### src/rtl/hci_hwpe_order_ctrl.sv
// hci_hwpe_order_ctrl
//
// Purpose: keeps the channel rotation (order) for the TCDM reorder datapath
// consistent with the responses still in flight. A wide request whose word
// index modulo NB_CHAN differs from the rotation currently in use is held
// back until every outstanding transaction has returned its r_valid.
// Requests that keep the same rotation are forwarded at full rate, up to
// MAX_OUTSTANDING transactions in flight.
//
// Ports:
//   clk_i          clock, rising edge
//   rst_ni         asynchronous active-low reset
//   clear_i        synchronous clear, restores reset state
//   req_i, addr_i  upstream request and byte address (held until gnt_o)
//   gnt_o          upstream grant (req_o & gnt_i)
//   req_o          request forwarded to the reorder datapath
//   gnt_i          datapath grant
//   r_valid_i      datapath response valid, one per granted transaction
//   order_o        channel rotation driven to the datapath
//   busy_o         high when not IDLE
//   outstanding_o  registered outstanding-transaction count
//   err_o          sticky flag: r_valid_i seen with nothing outstanding
module hci_hwpe_order_ctrl #(
    parameter int NB_CHAN         = 4,
    parameter int ADDR_WIDTH      = 32,
    parameter int MAX_OUTSTANDING = 4
) (
    input  logic                                   clk_i,
    input  logic                                   rst_ni,
    input  logic                                   clear_i,
    input  logic                                   req_i,
    input  logic [ADDR_WIDTH-1:0]                  addr_i,
    output logic                                   gnt_o,
    output logic                                   req_o,
    input  logic                                   gnt_i,
    input  logic                                   r_valid_i,
    output logic [$clog2(NB_CHAN)-1:0]             order_o,
    output logic                                   busy_o,
    output logic [$clog2(MAX_OUTSTANDING+1)-1:0]   outstanding_o,
    output logic                                   err_o
);

    localparam int OW = $clog2(NB_CHAN);
    localparam int CW = $clog2(MAX_OUTSTANDING + 1);

    localparam logic [1:0] IDLE   = 2'd0;
    localparam logic [1:0] ACTIVE = 2'd1;
    localparam logic [1:0] DRAIN  = 2'd2;

    logic [1:0]    state_reg, state_next;
    logic [OW-1:0] order_reg;
    logic [CW-1:0] count_reg, count_next;
    logic          err_reg;
    logic          err_set;

    logic [OW-1:0] req_order;
    logic          full;
    logic          req_int;
    logic          handshake;

    assign req_order = addr_i[2 +: OW];

    // The full check uses only the registered count so that r_valid_i has
    // no combinational path into req_o.
    assign full = (count_reg == CW'(MAX_OUTSTANDING));

    always_comb begin
        order_o = order_reg;
        req_int = 1'b0;
        case (state_reg)
            IDLE: begin
                order_o = req_order;
                req_int = req_i;
            end
            ACTIVE: begin
                req_int = req_i && (req_order == order_reg) && !full;
            end
            default: begin
                req_int = 1'b0;
            end
        endcase
    end

    // Gating with rst_ni keeps the datapath quiet for the whole reset pulse,
    // including the part of the cycle before the asynchronous clear lands.
    assign req_o     = req_int & rst_ni;
    assign gnt_o     = req_o & gnt_i;
    assign handshake = gnt_o;

    always_comb begin
        count_next = count_reg;
        err_set    = 1'b0;
        if (handshake && !r_valid_i) begin
            count_next = count_reg + CW'(1);
        end else if (!handshake && r_valid_i) begin
            if (count_reg == '0) begin
                err_set = 1'b1;
            end else begin
                count_next = count_reg - CW'(1);
            end
        end
    end

    always_comb begin
        state_next = state_reg;
        case (state_reg)
            IDLE: begin
                if (handshake) begin
                    state_next = ACTIVE;
                end
            end
            ACTIVE: begin
                if (req_i && (req_order != order_reg) && (count_next != '0)) begin
                    state_next = DRAIN;
                end else if (count_next == '0) begin
                    state_next = IDLE;
                end
            end
            DRAIN: begin
                if (count_next == '0) begin
                    state_next = IDLE;
                end
            end
            default: begin
                state_next = IDLE;
            end
        endcase
    end

    always_ff @(posedge clk_i or negedge rst_ni) begin
        if (!rst_ni) begin
            state_reg <= IDLE;
            order_reg <= '0;
            count_reg <= '0;
            err_reg   <= 1'b0;
        end else if (clear_i) begin
            state_reg <= IDLE;
            order_reg <= '0;
            count_reg <= '0;
            err_reg   <= 1'b0;
        end else begin
            state_reg <= state_next;
            count_reg <= count_next;
            if (handshake) begin
                order_reg <= order_o;
            end
            if (err_set) begin
                err_reg <= 1'b1;
            end
        end
    end

    assign busy_o        = (state_reg != IDLE);
    assign outstanding_o = count_reg;
    assign err_o         = err_reg;

endmodule

### config.mk
export PLATFORM = sky130hd
export DESIGN_NAME = hci_hwpe_order_ctrl
export DESIGN_NICKNAME = d
export VERILOG_FILES = /design/src/rtl/hci_hwpe_order_ctrl.sv
export SDC_FILE = /design/constraint.sdc
export NUM_CORES = 1
export LEC_CHECK = 0
export BUFFER_PORTS_ARGS = -buffer_cell sky130_fd_sc_hd__buf_2
export CAP_MARGIN = 20
export CORE_MARGIN = 3
export CORE_UTILIZATION = 25
export DETAILED_ROUTE_END_ITERATION = 10
export GPL_ROUTABILITY_DRIVEN = 0
export HOLD_SLACK_MARGIN = 0.1
export SETUP_SLACK_MARGIN = 0.3
export SLEW_MARGIN = 40
export SYNTH_ARGS = -nofsm -noshare
export SYNTH_HDL_FRONTEND = slang
export SYNTH_SLANG_ARGS = --single-unit
### constraint.sdc
create_clock -name clk_i -period 2.65 [get_ports clk_i]
set_clock_uncertainty 0.15 [all_clocks]
set_input_delay 0.1325 -clock clk_i [delete_from_list [all_inputs] [get_ports clk_i]]
set_output_delay 0.1325 -clock clk_i [all_outputs]
set_load 0.02 [all_outputs]
==> results.toml <==
[floorplan]
die_h_um = 54.66
initial_core_util = 0.2815
dieArea_mm2 = 0.002987
rows = 16
coreArea_mm2 = 0.002102
num_io_pins = 47
die_w_um = 54.66

[sta]
fin_crit_ns = 2.263
rsz0062_at_grt = "false"
finalCritPeriodShare = 0.8540
worst_pin_slew_ns = 0.2529
finalSetupTns_ns = 0
fmax_mhz = 441.9
final_hold_viol_count = 0
setup-violations-final = 0
maxSlewViolCount = 0
relSlewSlack = 0.8293

[detailed_routing]
drtIter0Drc = 5
drt_wl_total_mm = 1.502
drc = 0
ant_nets = 0
wire_per_inst_um = 12.41
vias_per_cell = 4.736
dr.pass1.iters = 4
vias = 573

[pwr]
power_mw = 0.4693
power.leakage_nw = 0.3947
vdd_ir_drop_max_uv = 298.3
powerDensity_mw_per_mm2 = 569.2

[outcome]
status = "complete, no violations"

[yosys]
syn-instance-count = 70
synth_top_area_cell = "dfrtp_1"
synth_edf_count = 0
ys_async_sr_fraction = 1.000
synth_cell_type_count = 30
synth_most_common_cell = "nor2_1"
syn_nets = 111
synth_area_leaders = "dfrtp_1 (34%), nor2_1 (7.0%), ha_1 (6.3%)"
synth_top_cells_by_count = "nor2_1 (11), dfrtp_1 (8), nand2_1 (5), o21ai_0 (5)"
yosysWarnings = 0
syn-cell-area_um2 = 591.8
synth_ff_type = "dfrtp_1"
avgSynthCellArea_um2 = 8.455
synth-seq-area-share = 0.3383
synth-seq-cells = 8
synth_top_area_frac = 0.3383

[global_route]
grt_antenna_before_repair = 0
grt_pass1_wl_mm = 2.518
gr-total-overflow = 0
grt_max_degree = 12
grt_pass1_vias = 569
grt.total_usage = 0.1184

[finish]
syn_to_final_growth_pct = 39.32
largest_reg_flops = 3
antenna_cells = 0
fin_nets = 136
drive_above_1_share = 0.3936

[critical_path]
slowest_stage = "dfrtp_2"
crit_family = "simple AND/OR/NAND/NOR gates"
critPathRequiredTime_ns = 2.63
cp-start-kind = "register"
path_cells = "inv_2, ha_4, a21oi_1, a31oi_1, or2_4, mux2i_4, or3_4, a21boi_4, o41ai_2"
critPathMaxFanout = 6
crit_buf_inv = 1
arrival_ns = 2.25
end_kind = "register"
path_class = "reg2reg"
cpPeakStageDelay_ns = 0.40

[clock_network]
cts_buffers = 3
htreeDepth = 1
cts-root-buf = "clkbuf_4"
cts.sinks = 8
clk_pin_slew_ns = 0.06
cts_tree = "done"
clk_latency_ns = 0.26
cts_buffer_depth = 2

[job]
maxCapViolCount = 0

[placed_design]
place.port_buffers = 16
post-dp-hpwl_mm = 1.032

[hold_path]
hold_path_class = "in2async"
-- area by class of cell --
cell class / count / area, um^2
Sequential cell: 8 / 202.7
Tap cell: 27 / 33.78
Fill cell: 229 / 1277
Multi-Input combinational cell: 55 / 404.1
Timing Repair Buffer: 23 / 140.1
Clock buffer: 4 / 26.28
Inverter: 4 / 17.52
-- cells by family (layout without fill, tap and decap cells) --
| family | count (synthesis) | count (layout) | synth area share |
|---|---|---|---|
| xor gates and xnor gates | 4 | 4 | 0.05921 |
| and+or+nand+nor | 31 | 31 | 0.2622 |
| adders and majority gates | 3 | 3 | 0.06343 |
| muxes | 3 | 3 | 0.05497 |
| buffers and inverters | 7 | 31 | 0.05706 |
| DFF | 8 | 8 | 0.3383 |
| AOI/OAI and AO/OA | 14 | 14 | 0.1649 |
-- metrics by stage --
stage | std cells | util | setup slack (ns) | cell area, um^2 | hold slack, ns
after floorplan | 70 | - | 0.3141 | 594.3 | -0.3131
after global placement | 110 | 0.3280 | 0.1613 | 689.4 | -0.1515
after detailed placement | 110 | 0.3280 | 0.1109 | 689.4 | -0.1491
after CTS | 119 | 0.3762 | 0.3085 | 790.8 | 0.1041
after global routing | 121 | 0.3923 | 0.2919 | 824.5 | 0.1131
final | 121 | 0.3923 | 0.3869 | 824.5 | 0.1109
-- final timing paths --
check	from	endpoint	slack, ns	depth (start not counted)
max	outstanding_o[1]$_DFF_PN0_	state_reg[0]$_DFFE_PN0P_	0.39	9
min	rst_ni	order_reg[1]$_DFFE_PN0P_	0.11	2
max reg2reg	outstanding_o[1]$_DFF_PN0_	state_reg[0]$_DFFE_PN0P_	0.39	9
min reg2reg	err_o$_DFFE_PN0P_	err_o$_DFFE_PN0P_	0.39	2
max in group asynchronous	rst_ni	outstanding_o[1]$_DFF_PN0_	2.03	2
min in group clk_i	gnt_i	state_reg[0]$_DFFE_PN0P_	0.16	4
-- metal layers --
layer | vias up | global-route usage | wire [um]
li1 | 296 | - | -
met1 | 260 | 0.1492 | 680
met2 | 15 | 0.1909 | 748
met3 | 2 | 0.01907 | 62
met4 | 0 | 0.06224 | 10
met5 | - | 0 | 0
-- placed cells by master, fill, tap and decap left out --
cell type,netlist,layout
buf_2,0,16
nor2_1,11,11
dfrtp_1,8,6
nand2_1,5,5
o21ai_0,5,4
buf_4,0,4
nand3_1,3,3
xnor2_1,3,3
nor3_1,3,3
clkbuf_4,0,3
dlygate4sd3_1,0,3
inv_1,3,2
a31oi_1,3,2
mux2_2,2,2
nor4bb_1,2,2
o21ai_1,1,2
ha_1,3,2
dfrtp_2,0,2
nor2_2,1,1
a21oi_1,1,1
or2_4,0,1
inv_4,0,1
inv_2,1,1
nor2b_1,1,1
o311ai_0,1,1
nand2b_1,1,1
mux2i_4,0,1
nand3b_1,1,1
a31oi_2,0,1
or3_4,0,1
a21boi_4,0,1
a21o_1,1,1
or3_1,2,1
o41ai_2,1,1
xor2_1,1,1
ha_4,0,1
clkbuf_1,1,1
-- what timing repair did --
item | CTS | global route
hold endpoints to repair | 16 | 0
hold buffers | 3 | 0
setup buffers | 2 | 2
endpoints found under the setup margin | 3 | 2
gates resized for setup | 7 | 4
pin swaps | 3 | 3
cloned | 0 | 0
-- power breakdown --
part / internal [mW] / total [mW] / switching (mW)
Sequential: 0.136 / 0.149 / 0.0129
Clock: 0.0579 / 0.104 / 0.0459
Combinational: 0.102 / 0.217 / 0.115
No activity file was read; power rests on OpenSTA's default activity.
